## src/rtl/spi_rsp.sv

```systemverilog
// SPI mode-0 responder: synchronizes SCLK/MOSI/SS_N, samples MOSI on SCLK rise, shifts MISO on SCLK fall.
// Pin edge to action is SYNC_STAGES+1 clk; no backpressure, rx results are a one-cycle rx_valid pulse.
module spi_rsp #(
    parameter int SPI_MAXLEN  = 32,
    parameter int SYNC_STAGES = 2,
    localparam int LW = $clog2(SPI_MAXLEN) + 1,
    localparam int PW = $clog2(SPI_MAXLEN)
) (
    input  logic                  clk,
    input  logic                  areset,
    input  logic                  tx_wr,
    input  logic [SPI_MAXLEN-1:0] tx_data,
    input  logic [LW-1:0]         tx_len,
    output logic                  busy,
    output logic                  tx_stale,
    output logic                  rx_valid,
    output logic [SPI_MAXLEN-1:0] rx_data,
    output logic [LW-1:0]         rx_len,
    output logic                  rx_ovf,
    input  logic                  SCLK,
    input  logic                  MOSI,
    input  logic                  SS_N,
    output logic                  MISO,
    output logic                  MISO_OE
);
    localparam logic [LW-1:0] MAXL = LW'(SPI_MAXLEN);
    localparam logic [LW-1:0] ONE  = LW'(1);

    typedef enum logic [1:0] {ARM, IDLE, ACTIVE} state_t;

    state_t                  state_q, state_d;
    logic [SYNC_STAGES-1:0]  ss_sync_q, ss_sync_d, sclk_sync_q, sclk_sync_d, mosi_sync_q, mosi_sync_d;
    logic                    ss_prev_q, ss_prev_d, sclk_prev_q, sclk_prev_d;
    logic [SYNC_STAGES:0]    fill_q, fill_d;
    logic [SPI_MAXLEN-1:0]   hold_data_q, hold_data_d, tx_shift_q, tx_shift_d;
    logic [LW-1:0]           hold_len_q, hold_len_d, ptr_q, ptr_d;
    logic                    wr_seen_q, wr_seen_d, tx_stale_q, tx_stale_d;
    logic [SPI_MAXLEN-1:0]   rx_shift_q, rx_shift_d, rx_data_q, rx_data_d;
    logic [LW-1:0]           rx_cnt_q, rx_cnt_d, rx_len_q, rx_len_d;
    logic                    ovf_q, ovf_d, rx_valid_q, rx_valid_d, rx_ovf_q, rx_ovf_d;

    logic          ss_s, sclk_s, mosi_s, sync_ok;
    logic          ss_fall, ss_rise, sclk_rise, sclk_fall;
    logic [LW-1:0] wr_len;
    logic [PW-1:0] miso_idx;

    assign ss_s      = ss_sync_q[SYNC_STAGES-1];
    assign sclk_s    = sclk_sync_q[SYNC_STAGES-1];
    assign mosi_s    = mosi_sync_q[SYNC_STAGES-1];
    // The edge detector only means something once reset values have flushed out of the chain.
    assign sync_ok   = fill_q[SYNC_STAGES];
    assign ss_fall   = ss_prev_q & ~ss_s;
    assign ss_rise   = ~ss_prev_q & ss_s;
    assign sclk_rise = ~sclk_prev_q & sclk_s;
    assign sclk_fall = sclk_prev_q & ~sclk_s;
    assign wr_len    = (tx_len > MAXL) ? MAXL : tx_len;
    assign miso_idx  = PW'(ptr_q - ONE);

    always_comb begin
        state_d     = state_q;
        ss_sync_d   = {ss_sync_q[SYNC_STAGES-2:0], SS_N};
        sclk_sync_d = {sclk_sync_q[SYNC_STAGES-2:0], SCLK};
        mosi_sync_d = {mosi_sync_q[SYNC_STAGES-2:0], MOSI};
        ss_prev_d   = ss_s;
        sclk_prev_d = sclk_s;
        fill_d      = {fill_q[SYNC_STAGES-1:0], 1'b1};
        hold_data_d = hold_data_q;
        hold_len_d  = hold_len_q;
        wr_seen_d   = wr_seen_q;
        tx_stale_d  = tx_stale_q;
        tx_shift_d  = tx_shift_q;
        ptr_d       = ptr_q;
        rx_shift_d  = rx_shift_q;
        rx_cnt_d    = rx_cnt_q;
        ovf_d       = ovf_q;
        rx_valid_d  = 1'b0;
        rx_data_d   = rx_data_q;
        rx_len_d    = rx_len_q;
        rx_ovf_d    = rx_ovf_q;

        if (tx_wr) begin
            hold_data_d = tx_data;
            hold_len_d  = wr_len;
            wr_seen_d   = 1'b1;
            tx_stale_d  = 1'b0;
        end

        case (state_q)
            ARM: begin
                if (sync_ok && ss_s) state_d = IDLE;
            end
            IDLE: begin
                if (ss_fall) begin
                    state_d    = ACTIVE;
                    // A write in the start cycle bypasses the holding register.
                    tx_shift_d = tx_wr ? tx_data : hold_data_q;
                    ptr_d      = tx_wr ? wr_len : hold_len_q;
                    rx_shift_d = '0;
                    rx_cnt_d   = '0;
                    ovf_d      = 1'b0;
                    wr_seen_d  = 1'b0;
                    tx_stale_d = ~(tx_wr | wr_seen_q);
                end
            end
            ACTIVE: begin
                if (ss_rise) begin
                    state_d    = ARM;
                    rx_valid_d = 1'b1;
                    rx_data_d  = rx_shift_q;
                    rx_len_d   = rx_cnt_q;
                    rx_ovf_d   = ovf_q;
                end else begin
                    if (sclk_rise) begin
                        rx_shift_d = {rx_shift_q[SPI_MAXLEN-2:0], mosi_s};
                        if (rx_cnt_q == MAXL) ovf_d = 1'b1;
                        else                  rx_cnt_d = rx_cnt_q + ONE;
                    end
                    if (sclk_fall && ptr_q != '0) ptr_d = ptr_q - ONE;
                end
            end
            default: state_d = ARM;
        endcase
    end

    always_ff @(posedge clk or posedge areset) begin
        if (areset) begin
            state_q     <= ARM;
            ss_sync_q   <= '1;
            sclk_sync_q <= '0;
            mosi_sync_q <= '0;
            ss_prev_q   <= 1'b1;
            sclk_prev_q <= 1'b0;
            fill_q      <= '0;
            hold_data_q <= '0;
            hold_len_q  <= '0;
            wr_seen_q   <= 1'b0;
            tx_stale_q  <= 1'b0;
            tx_shift_q  <= '0;
            ptr_q       <= '0;
            rx_shift_q  <= '0;
            rx_cnt_q    <= '0;
            ovf_q       <= 1'b0;
            rx_valid_q  <= 1'b0;
            rx_data_q   <= '0;
            rx_len_q    <= '0;
            rx_ovf_q    <= 1'b0;
        end else begin
            state_q     <= state_d;
            ss_sync_q   <= ss_sync_d;
            sclk_sync_q <= sclk_sync_d;
            mosi_sync_q <= mosi_sync_d;
            ss_prev_q   <= ss_prev_d;
            sclk_prev_q <= sclk_prev_d;
            fill_q      <= fill_d;
            hold_data_q <= hold_data_d;
            hold_len_q  <= hold_len_d;
            wr_seen_q   <= wr_seen_d;
            tx_stale_q  <= tx_stale_d;
            tx_shift_q  <= tx_shift_d;
            ptr_q       <= ptr_d;
            rx_shift_q  <= rx_shift_d;
            rx_cnt_q    <= rx_cnt_d;
            ovf_q       <= ovf_d;
            rx_valid_q  <= rx_valid_d;
            rx_data_q   <= rx_data_d;
            rx_len_q    <= rx_len_d;
            rx_ovf_q    <= rx_ovf_d;
        end
    end

    assign busy     = (state_q == ACTIVE);
    assign MISO_OE  = busy;
    assign MISO     = busy && (ptr_q != '0) && tx_shift_q[miso_idx];
    assign tx_stale = tx_stale_q;
    assign rx_valid = rx_valid_q;
    assign rx_data  = rx_data_q;
    assign rx_len   = rx_len_q;
    assign rx_ovf   = rx_ovf_q;
endmodule

```

## config.mk

```make
export PLATFORM = sky130hd
export DESIGN_NAME = spi_rsp
export DESIGN_NICKNAME = d
export VERILOG_FILES = /design/src/rtl/spi_rsp.sv
export SDC_FILE = /design/constraint.sdc
export NUM_CORES = 1
export LEC_CHECK = 0
export BUFFER_PORTS_ARGS = -buffer_cell sky130_fd_sc_hd__clkbuf_2
export CAP_MARGIN = 20
export CORE_MARGIN = 3
export CORE_UTILIZATION = 47
export DETAILED_ROUTE_END_ITERATION = 6
export GPL_ROUTABILITY_DRIVEN = 0
export PLACE_DENSITY = 0.73
export SYNTH_ARGS = -nofsm -noshare
export SYNTH_HDL_FRONTEND = slang
export SYNTH_SLANG_ARGS = --single-unit
```

## constraint.sdc

```tcl
create_clock -name clk -period 14 [get_ports clk]
set_clock_uncertainty 0.15 [all_clocks]
set_input_delay 1.4 -clock clk [delete_from_list [all_inputs] [get_ports clk]]
set_output_delay 1.4 -clock clk [all_outputs]
set_load 0.1 [all_outputs]
```

==> results.toml, run 1 <==
[status]
status = "finished, final reports clean"

[layout]
areaGrowthSynthToFinish_pct = 16.2
final_cell_area_um2 = 8180
final_nets = 747
drive_gt1_share_pct = 29.1
n_antenna_cell = 0

[drt]
routed_wl_mm = 13.9
dr.pass1.iters = 6
wl_per_cell_um = 15.6
drc = 0
drtAntennaViolNets = 0
routed_via_density = 5.41
route.vias.total = 4844
drt_iter0_markers = 365

[global_route]
antenna_found_initial = 0
grt_overflow = 0
grt_pass1_wl_mm = 23.5
grt_usage_pct = 17.8
grt_pass1_vias = 4857
grt_max_degree = 111

[yosys]
synth_edf_count = 0
synth_top_area_share_pct = 59.4
synth_top_family_by_area = "simple AND/OR/NAND/NOR gates"
synth_mux_area_share_pct = 14.9
synth_top_cells_by_count = "nand2_1 (175), dfrtp_1 (167), mux2_2 (69)"
syn_nets = 673
yosysSeqAreaShare_pct = 60.5
syn_avg_cell_area_um2 = 11.3
yosysUniqueCellTypes = 56
syn_inst = 625
ys_warn_count = 0
synth-seq-cells = 170
synth-xor-area-share_pct = 0.622
synthArstFlopShare_pct = 100
synth_compound_area_share_pct = 4.28
synth_largest_area_cell = "dfrtp_1"
syn_area_um2 = 7040
ys.flop_type = "dfrtp_1"
yosys.area_share.simple_pct = 15.6
synthAdderAreaFrac_pct = 0.711
synth_most_common_cell = "nand2_1"
synthTopCellsByArea = "dfrtp_1 (59%), mux2_2 (11%), nand2_1 (9.3%), nand3_1 (2.4%), mux4_2 (1.6%)"

[power]
peakVddDrop_mv = 0.0903
p_leak_nw = 4.18
p_per_area_nw_per_um2 = 171

[place]
dpl.hpwl_mm = 9.12
numPortBuffers = 87
dpl-instance-area_um2 = 7600

[sta]
rsz0062_at_grt = "no"
hold_viol = 0
final_max_slew_viol_count = 0
min_period_ns = 5.10
setup_viol = 0
slew_headroom_pct = 36.6
fmax_mhz = 196
finalCritPeriodShare_pct = 36.4
tns_ns = 0
tightest_slew_ns = 0.951

[critical_path]
worst_path_max_delay_cell = "dfrtp_1"
r2r_end = "rx_data[20]$_DFFE_PP0P_"
path_max_fanout = 12
r2r_cells = 4
slowest_delay_ns = 0.73
path_class = "reg2out"
r2r-start = "state_q[0]$_DFFE_PP0P_"
reg2reg_setup_slack_ns = 10.80
cp.arrival_ns = 3.55
start_kind = "register"
worstSetupEndpointType = "output port"
worstPathRequired_ns = 12.45
path_cells = "inv_1 > ha_1 > mux4_1 > nor4_1 > or4_1 > o21ai_1 > a32o_1 > clkbuf_2"

[floorplanning]
std_cell_rows = 44
initial_core_util_pct = 48.2
boundaryPins = 88
die_w_um = 128
dieArea_um2 = 16500
die_h_um = 128
coreArea_um2 = 14600

[clocking]
cts_setup_buffers = 0
cts_max_level = 4
clk_pin_slew_ns = 0.06
clk_latency_ns = 0.42
postCtsHoldBufs = 0
cts.sinks = 170
cts-root-buf = "clkbuf_16"
cts_tree = "yes"
cts-buffers-inserted = 17
cts_resized = 0
cts_max_path_buffers = 2

[flow_run]
max_cap_violations = 0

[min_path]
hold_depth = 0
hold_path_class = "reg2reg"
min_to = "mosi_sync_q[1]$_DFF_PP0_"
worstHoldStart = "mosi_sync_q[0]$_DFF_PP0_"
-- cell type report --
type	count	area (um2)
Tap cell	184	230
Clock inverter	13	145
Fill cell	1190	6410
Clock buffer	19	433
Multi-Input combinational cell	401	2560
Inverter	16	65.1
Timing Repair Buffer	93	480
Sequential cell	170	4260
-- sequential cells by signal, indices dropped and copies added, names as in the netlist, 6 cells and up --
signal       count
hold_data_q     32
tx_shift_q      32
ptr_q            6
rx_len           6
rx_shift_q      32
rx_data         32
hold_len_q       6
rx_cnt_q         6
-- placed cells by master (no fill, tap or decap), types with 5 or more instances in the layout --
| cell type | n |
|---|---|
| clkbuf_16 | 17 |
| nor2_1 | 19 |
| mux2i_1 | 6 |
| inv_1 | 14 |
| nand3_1 | 34 |
| a21oi_1 | 7 |
| nand4_1 | 5 |
| mux4_2 | 5 |
| mux2_2 | 69 |
| o21ai_0 | 21 |
| nand2_1 | 175 |
| nand2b_1 | 5 |
| clkbuf_2 | 87 |
| dfrtp_1 | 167 |
| buf_4 | 6 |
-- report_power, final --
group,internal [W],leakage (nW),switching [W]
Sequential,0.000563,2.20,0.0000618
Clock,0.000265,0.280,0.000192
Combinational,0.000127,1.70,0.000190
Total,0.000955,4.18,0.000443
-- worst max-delay path by stage --
stage / endpoint / depth (start not counted) / start / slack (ns)
detailed placement: MISO / 8 / ptr_q[0]$_DFFE_PP0P_ / 9.35
global placement: MISO / 8 / ptr_q[0]$_DFFE_PP0P_ / 9.45
floorplan: fill_q[0]$_DFF_PP0_ / 1 / areset / 7.85
finish: MISO / 8 / ptr_q[0]$_DFFE_PP0P_ / 8.90
CTS: MISO / 8 / ptr_q[0]$_DFFE_PP0P_ / 8.87
global route: MISO / 8 / ptr_q[0]$_DFFE_PP0P_ / 8.69
-- layer usage --
metal / vias to the layer above / wire (um) / global-route usage (%)
met5: - / 0 / 0
met4: 0 / 306 / 8.74
met3: 36 / 708 / 4.03
met2: 161 / 6570 / 26.9
met1: 2400 / 6360 / 24.5
li1: 2247 / - / -
-- metrics by stage --
stage | total power, W | util (%) | hold WS (ns) | cells | setup WS [ns]
after detailed placement | 0.000942 | 52.1 | 0.188 | 864 | 9.35
after floorplan | 0.000868 | - | 0.181 | 625 | 7.85
after global routing | 0.00147 | 56.0 | 0.205 | 896 | 8.69
final | 0.00140 | 56.0 | 0.201 | 896 | 8.90
after CTS | 0.00141 | 56.0 | 0.202 | 896 | 8.87
after global placement | 0.000920 | 52.1 | 0.183 | 864 | 9.45
-- critical path, delay by kind of cell, from the launching register on --
| family | cells | cell delay, ns |
|---|---|---|
| buf+inv | 2 | 0.66 |
| fa+ha+maj | 1 | 0.60 |
| compound gates | 2 | 0.25 |
| flops | 1 | 0.73 |
| mux | 1 | 0.29 |
| simple gates | 2 | 0.58 |
-- kinds of logic after synthesis --
family,Yosys count
AOI/OAI and AO/OA,47
xor gates and xnor gates,5
adders and majority gates,4
buffers and inverters,54
DFF,170
muxes,86
other,1
and+or+nand+nor,258
Note: power is estimated with default switching activity, not from simulation.
==> run 2: changes to the inputs <==
--- a/config.mk
+++ b/config.mk
@@ -11,7 +11,7 @@
 export CORE_UTILIZATION = 47
 export DETAILED_ROUTE_END_ITERATION = 6
 export GPL_ROUTABILITY_DRIVEN = 0
-export PLACE_DENSITY = 0.73
+export PLACE_DENSITY = 0.75
 export SYNTH_ARGS = -nofsm -noshare
 export SYNTH_HDL_FRONTEND = slang
 export SYNTH_SLANG_ARGS = --single-unit
==> constraint.sdc (replaced) <==
create_clock -name clk -period 4.4 [get_ports clk]
set_clock_uncertainty 0.15 [all_clocks]
set_input_delay 0.44 -clock clk [delete_from_list [all_inputs] [get_ports clk]]
set_output_delay 0.44 -clock clk [all_outputs]
set_load 0.1 [all_outputs]
==> results.toml, run 2 (same netlist as run 1, synthesis figures left out) <==
[sta]
tightest_slew_ns = 1.01
fmax_mhz = 253
final_max_slew_viol_count = 0
setup_viol = 0
min_period_ns = 3.96
slew_headroom_pct = 32.7
finalCritPeriodShare_pct = 89.9
tns_ns = 0
rsz0062_at_grt = "no"
hold_viol = 0
layout_setup_ws_ns = 0.444

[power]
clockPowerShare_pct = 33.6
p_leak_nw = 4.22
seq_power_share_pct = 43.9
netSwitchingPower_w = 0.00139
peakVddDrop_mv = 0.316
power.internal_w = 0.00312
power_frac_comb_pct = 22.5
p_per_area_nw_per_um2 = 546
total_power_w = 0.00451
swShare_pct = 30.9

[clocking]
cts.sinks = 170
clk_pin_slew_ns = 0.06
cts_setup_buffers = 0
clk_latency_ns = 0.42
cts_max_path_buffers = 2
cts-root-buf = "clkbuf_16"
cts_tree = "yes"
cts_max_level = 4
cts-buffers-inserted = 17

[critical_path]
worstSetupEndpointType = "output port"
reg2reg_setup_slack_ns = 1.72
path_max_fanout = 12
start_kind = "register"
critPathBufInv = 2
cp.arrival_ns = 3.37
path_class = "reg2out"
worst_path_max_delay_cell = "ha_1"
crit_family = "buffers and inverters"
path_cells = "inv_1 > ha_1 > mux4_1 > nor4_1 > or4_1 > o21ai_1 > a32o_1 > clkbuf_2"
slowest_delay_ns = 0.61
worstPathRequired_ns = 3.81

[global_route]
grt_pass1_vias = 4828
grt_pass1_wl_mm = 22.9
grt_overflow = 0
antenna_found_initial = 0
grt_max_degree = 93
grt_usage_pct = 17.2

[layout]
n_antenna_cell = 0
final_nets = 752
layout_common_cells = "nand2_1 (175), dfrtp_1 (166), clkbuf_2 (87)"
final_common_cell = "nand2_1"
drive_gt1_share_pct = 29.4
seq_area_um2 = 4260
multiInputGateArea_um2 = 2560
areaGrowthSynthToFinish_pct = 17.4
fillCellCount = 1198

[place]
place_ws_ns = 0.626
numPortBuffers = 87
dpl.hpwl_mm = 9.08

[flow_run]
max_cap_violations = 0

[drt]
route.vias.total = 4828
routed_wl_mm = 13.6
drc = 0
drt_iter0_markers = 334
routed_via_density = 5.36
drtAntennaViolNets = 0
dr.pass1.iters = 5
wl_per_cell_um = 15.1

[floorplanning]
dieArea_um2 = 16500
coreArea_um2 = 14600
die_h_um = 128
std_cell_rows = 44
initial_core_util_pct = 48.2
die_w_um = 128
boundaryPins = 88

[status]
status = "finished, final reports clean"

[min_path]
hold_path_class = "in2async"
==> run 2: changes by cell type in the layout (fill, tap and decap cells not counted), sizes merged <==
cell         change
bufinv           +1
buf              +2
clkinvlp         +1
inv              +1
clkinv           -3
dlygate4sd3      +3
==> run 2: worst paths after layout <==
kind / startpoint / to / depth (start not counted)
worst max-delay path: ptr_q[0]$_DFFE_PP0P_ / MISO / 8
worst min-delay path: areset / hold_data_q[1]$_DFF_PP0_ / 2
worst max register to register: state_q[0]$_DFFE_PP0P_ / rx_shift_q[5]$_DFFE_PP0P_ / 5
worst min register to register: mosi_sync_q[0]$_DFF_PP0_ / mosi_sync_q[1]$_DFF_PP0_ / 0
max in group asynchronous: areset / ptr_q[0]$_DFFE_PP0P_ / 3
min in group clk: tx_data[13] / hold_data_q[13]$_DFF_PP0_ / 2
==> run 2: what timing repair did <==
item	in CTS	in global routing
endpoints found under the setup margin	0	1
hold endpoints to repair	3	0
hold buffers	3	0
gates resized for setup	0	1
==> run 2: power groups by stage <==
stage                     clock network [W]  logic, W  registers [W]
after floorplan                           0  0.000815        0.00195
after global placement                    0  0.000932        0.00200
after detailed placement                  0   0.00100        0.00200
after CTS                           0.00155   0.00101        0.00198
after global routing                0.00162   0.00112        0.00201
final                               0.00152   0.00101        0.00198
==> run 2: layout make-up <==
cell class	count	share of cell area [%]
Multi-Input combinational cell	401	31.0
Inverter	16	0.772
Sequential cell	170	51.5
Clock buffer	19	5.36
Timing Repair Buffer	98	6.51
Clock inverter	13	1.98
Tap cell	184	2.79
==> run 2: worst register-to-register path: cells and delay by family (launching register included) <==
| family | cells | cell delay (ns) |
|---|---|---|
| AO/OA/AOI/OAI | 1 | 1.01 |
| buffers and inverters | 1 | 0.40 |
| flip-flops | 1 | 0.41 |
| AND/OR/NAND/NOR | 3 | 0.66 |
==> run 2: layer usage <==
metal	wire, um	GRT usage [%]
met3	780	4.77
met4	206	5.68
met2	6680	27.7
met1	5940	22.9
met5	0	0
==> run 2: stage by stage <==
| step | std cells | cell area, um2 | util, % | hold WS [ns] |
|---|---|---|---|---|
| floorplan | 625 | 7040 | - | 0.181 |
| global placement | 866 | 7620 | 52.3 | 0.181 |
| detailed placement | 866 | 7620 | 52.3 | 0.185 |
| CTS | 901 | 8260 | 56.6 | 0.0850 |
| global route | 901 | 8260 | 56.6 | 0.111 |
| finish | 901 | 8260 | 56.6 | 0.0730 |
==> run 3: changes to the inputs <==
--- a/config.mk
+++ b/config.mk
@@ -8,10 +8,10 @@
 export BUFFER_PORTS_ARGS = -buffer_cell sky130_fd_sc_hd__clkbuf_2
 export CAP_MARGIN = 20
 export CORE_MARGIN = 3
-export CORE_UTILIZATION = 47
+export CORE_UTILIZATION = 35
 export DETAILED_ROUTE_END_ITERATION = 6
 export GPL_ROUTABILITY_DRIVEN = 0
-export PLACE_DENSITY = 0.75
+export PLACE_DENSITY = 0.61
 export SYNTH_ARGS = -nofsm -noshare
 export SYNTH_HDL_FRONTEND = slang
 export SYNTH_SLANG_ARGS = --single-unit
==> results.toml, run 3 (same netlist as run 1, synthesis figures left out) <==
[floorplanning]
initial_core_util_pct = 35.9
coreArea_um2 = 19600
std_cell_rows = 51
boundaryPins = 88
dieArea_um2 = 21800
die_w_um = 148
die_h_um = 148

[sta]
min_period_ns = 3.95
fmax_mhz = 253
final_max_slew_viol_count = 0
rsz0062_at_grt = "no"
finalCritPeriodShare_pct = 89.8
tightest_slew_ns = 1.02
tns_ns = 0
slew_headroom_pct = 32.1
hold_viol = 0
setup_viol = 0

[global_route]
grt_pass1_wl_mm = 23.1
grt_pass1_vias = 4505
grt_usage_pct = 13.1
grt_max_degree = 171
grt_overflow = 0
antenna_found_initial = 0

[critical_path]
worstPathRequired_ns = 3.81
reg2reg_setup_slack_ns = 1.86
worst_path_max_delay_cell = "ha_1"
r2r-start = "state_q[0]$_DFFE_PP0P_"
cp.arrival_ns = 3.36
r2r_cells = 5
crit_family = "buffers and inverters"
path_class = "reg2out"
path_cells = "inv_1 > ha_1 > mux4_1 > nor4_1 > or4_1 > o21ai_1 > a32o_1 > clkbuf_2"
start_kind = "register"
critPathBufInv = 2
path_max_fanout = 12
crit_start = "ptr_q[0]$_DFFE_PP0P_"
r2r_end = "rx_shift_q[9]$_DFFE_PP0P_"
worstSetupEndpointType = "output port"
slowest_delay_ns = 0.61

[min_path]
hold_path_class = "in2reg"
hold_depth = 2
min_to = "hold_data_q[19]$_DFF_PP0_"
worstHoldStart = "tx_data[19]"

[layout]
final_nets = 750
n_antenna_cell = 0
areaGrowthSynthToFinish_pct = 18.2
layout_common_cells = "nand2_1 (175), dfrtp_1 (166), clkbuf_2 (87)"
final_common_cell = "nand2_1"
drive_gt1_share_pct = 29.4

[clocking]
cts-root-buf = "clkbuf_16"
cts_setup_buffers = 0
clk_latency_ns = 0.42
clk_pin_slew_ns = 0.07
cts_max_level = 4
cts_max_path_buffers = 2
cts-buffers-inserted = 17
cts.sinks = 170
cts_tree = "yes"

[place]
numPortBuffers = 87
dpl.hpwl_mm = 8.77

[drt]
drt_iter0_markers = 282
drtAntennaViolNets = 0
dr.pass1.iters = 7
routed_wl_mm = 13.8
route.vias.total = 4614
drc = 0
routed_via_density = 4.71
wl_per_cell_um = 14.0

[flow_run]
max_cap_violations = 0

[power]
clockPowerShare_pct = 32.7
power.internal_w = 0.00301
total_power_w = 0.00440
seq_power_share_pct = 44.9
p_leak_nw = 4.19
p_per_area_nw_per_um2 = 530
power_frac_comb_pct = 22.4
peakVddDrop_mv = 0.277
swShare_pct = 31.7
netSwitchingPower_w = 0.00140

[status]
status = "finished, final reports clean"
-- run 3: per-layer routing --
metal / vias to the layer above / wire (um) / global-route usage (%)
met1: 2296 / 6940 / 19.2
li1: 2246 / - / -
met5: - / 0 / 0
met4: 0 / 111 / 4.29
met3: 7 / 372 / 2.94
met2: 65 / 6340 / 19.4
-- run 3: power groups by stage --
stage,Combinational [W],Sequential (W),Clock [W]
final,0.000988,0.00198,0.00144
after global routing,0.00111,0.00201,0.00156
after CTS,0.000999,0.00197,0.00149
after global placement,0.000960,0.00201,0
after detailed placement,0.000990,0.00200,0
after floorplan,0.000815,0.00195,0
-- run 3: area by class of cell --
type / count / area [um2]
Fill cell: 1877 / 11300
Multi-Input combinational cell: 401 / 2560
Tap cell: 265 / 332
Clock buffer: 18 / 439
Timing Repair Buffer: 96 / 523
Sequential cell: 170 / 4260
Inverter: 16 / 63.8
Clock inverter: 14 / 135
-- run 3: metrics by stage --
step	instances	setup WS [ns]	hold WS (ns)	area, um2	util [%]
floorplan	625	1.11	0.181	7040	-
detailed placement	945	0.575	0.185	7710	39.4
finish	980	0.448	0.118	8320	42.5
CTS	980	0.121	0.0999	8320	42.4
global route	980	0.235	0.0947	8320	42.5
global placement	945	0.744	0.184	7710	39.4
-- run 3: how the worst max path moves through the flow --
stage	to	slack (ns)	depth (start not counted)
after floorplan	MISO	1.11	9
after global placement	MISO	0.74	8
after detailed placement	MISO	0.57	8
after CTS	MISO	0.12	8
after global routing	MISO	0.23	8
final	MISO	0.45	8
-- run 3: repair_timing --
item | 4_1_cts | 5_1_grt
resized for setup | 0 | 1
setup endpoints to repair | 0 | 1
endpoints found under the hold margin | 3 | 0
hold buffers | 3 | 0
-- run 3: worst reg2reg max path, cell delays in order (launching register included) --
cell      delay [ns]
dfrtp_1         0.40
nand2b_1        0.43
o41ai_4         0.88
buf_4           0.41
nand3_1         0.13
nand2_1         0.09
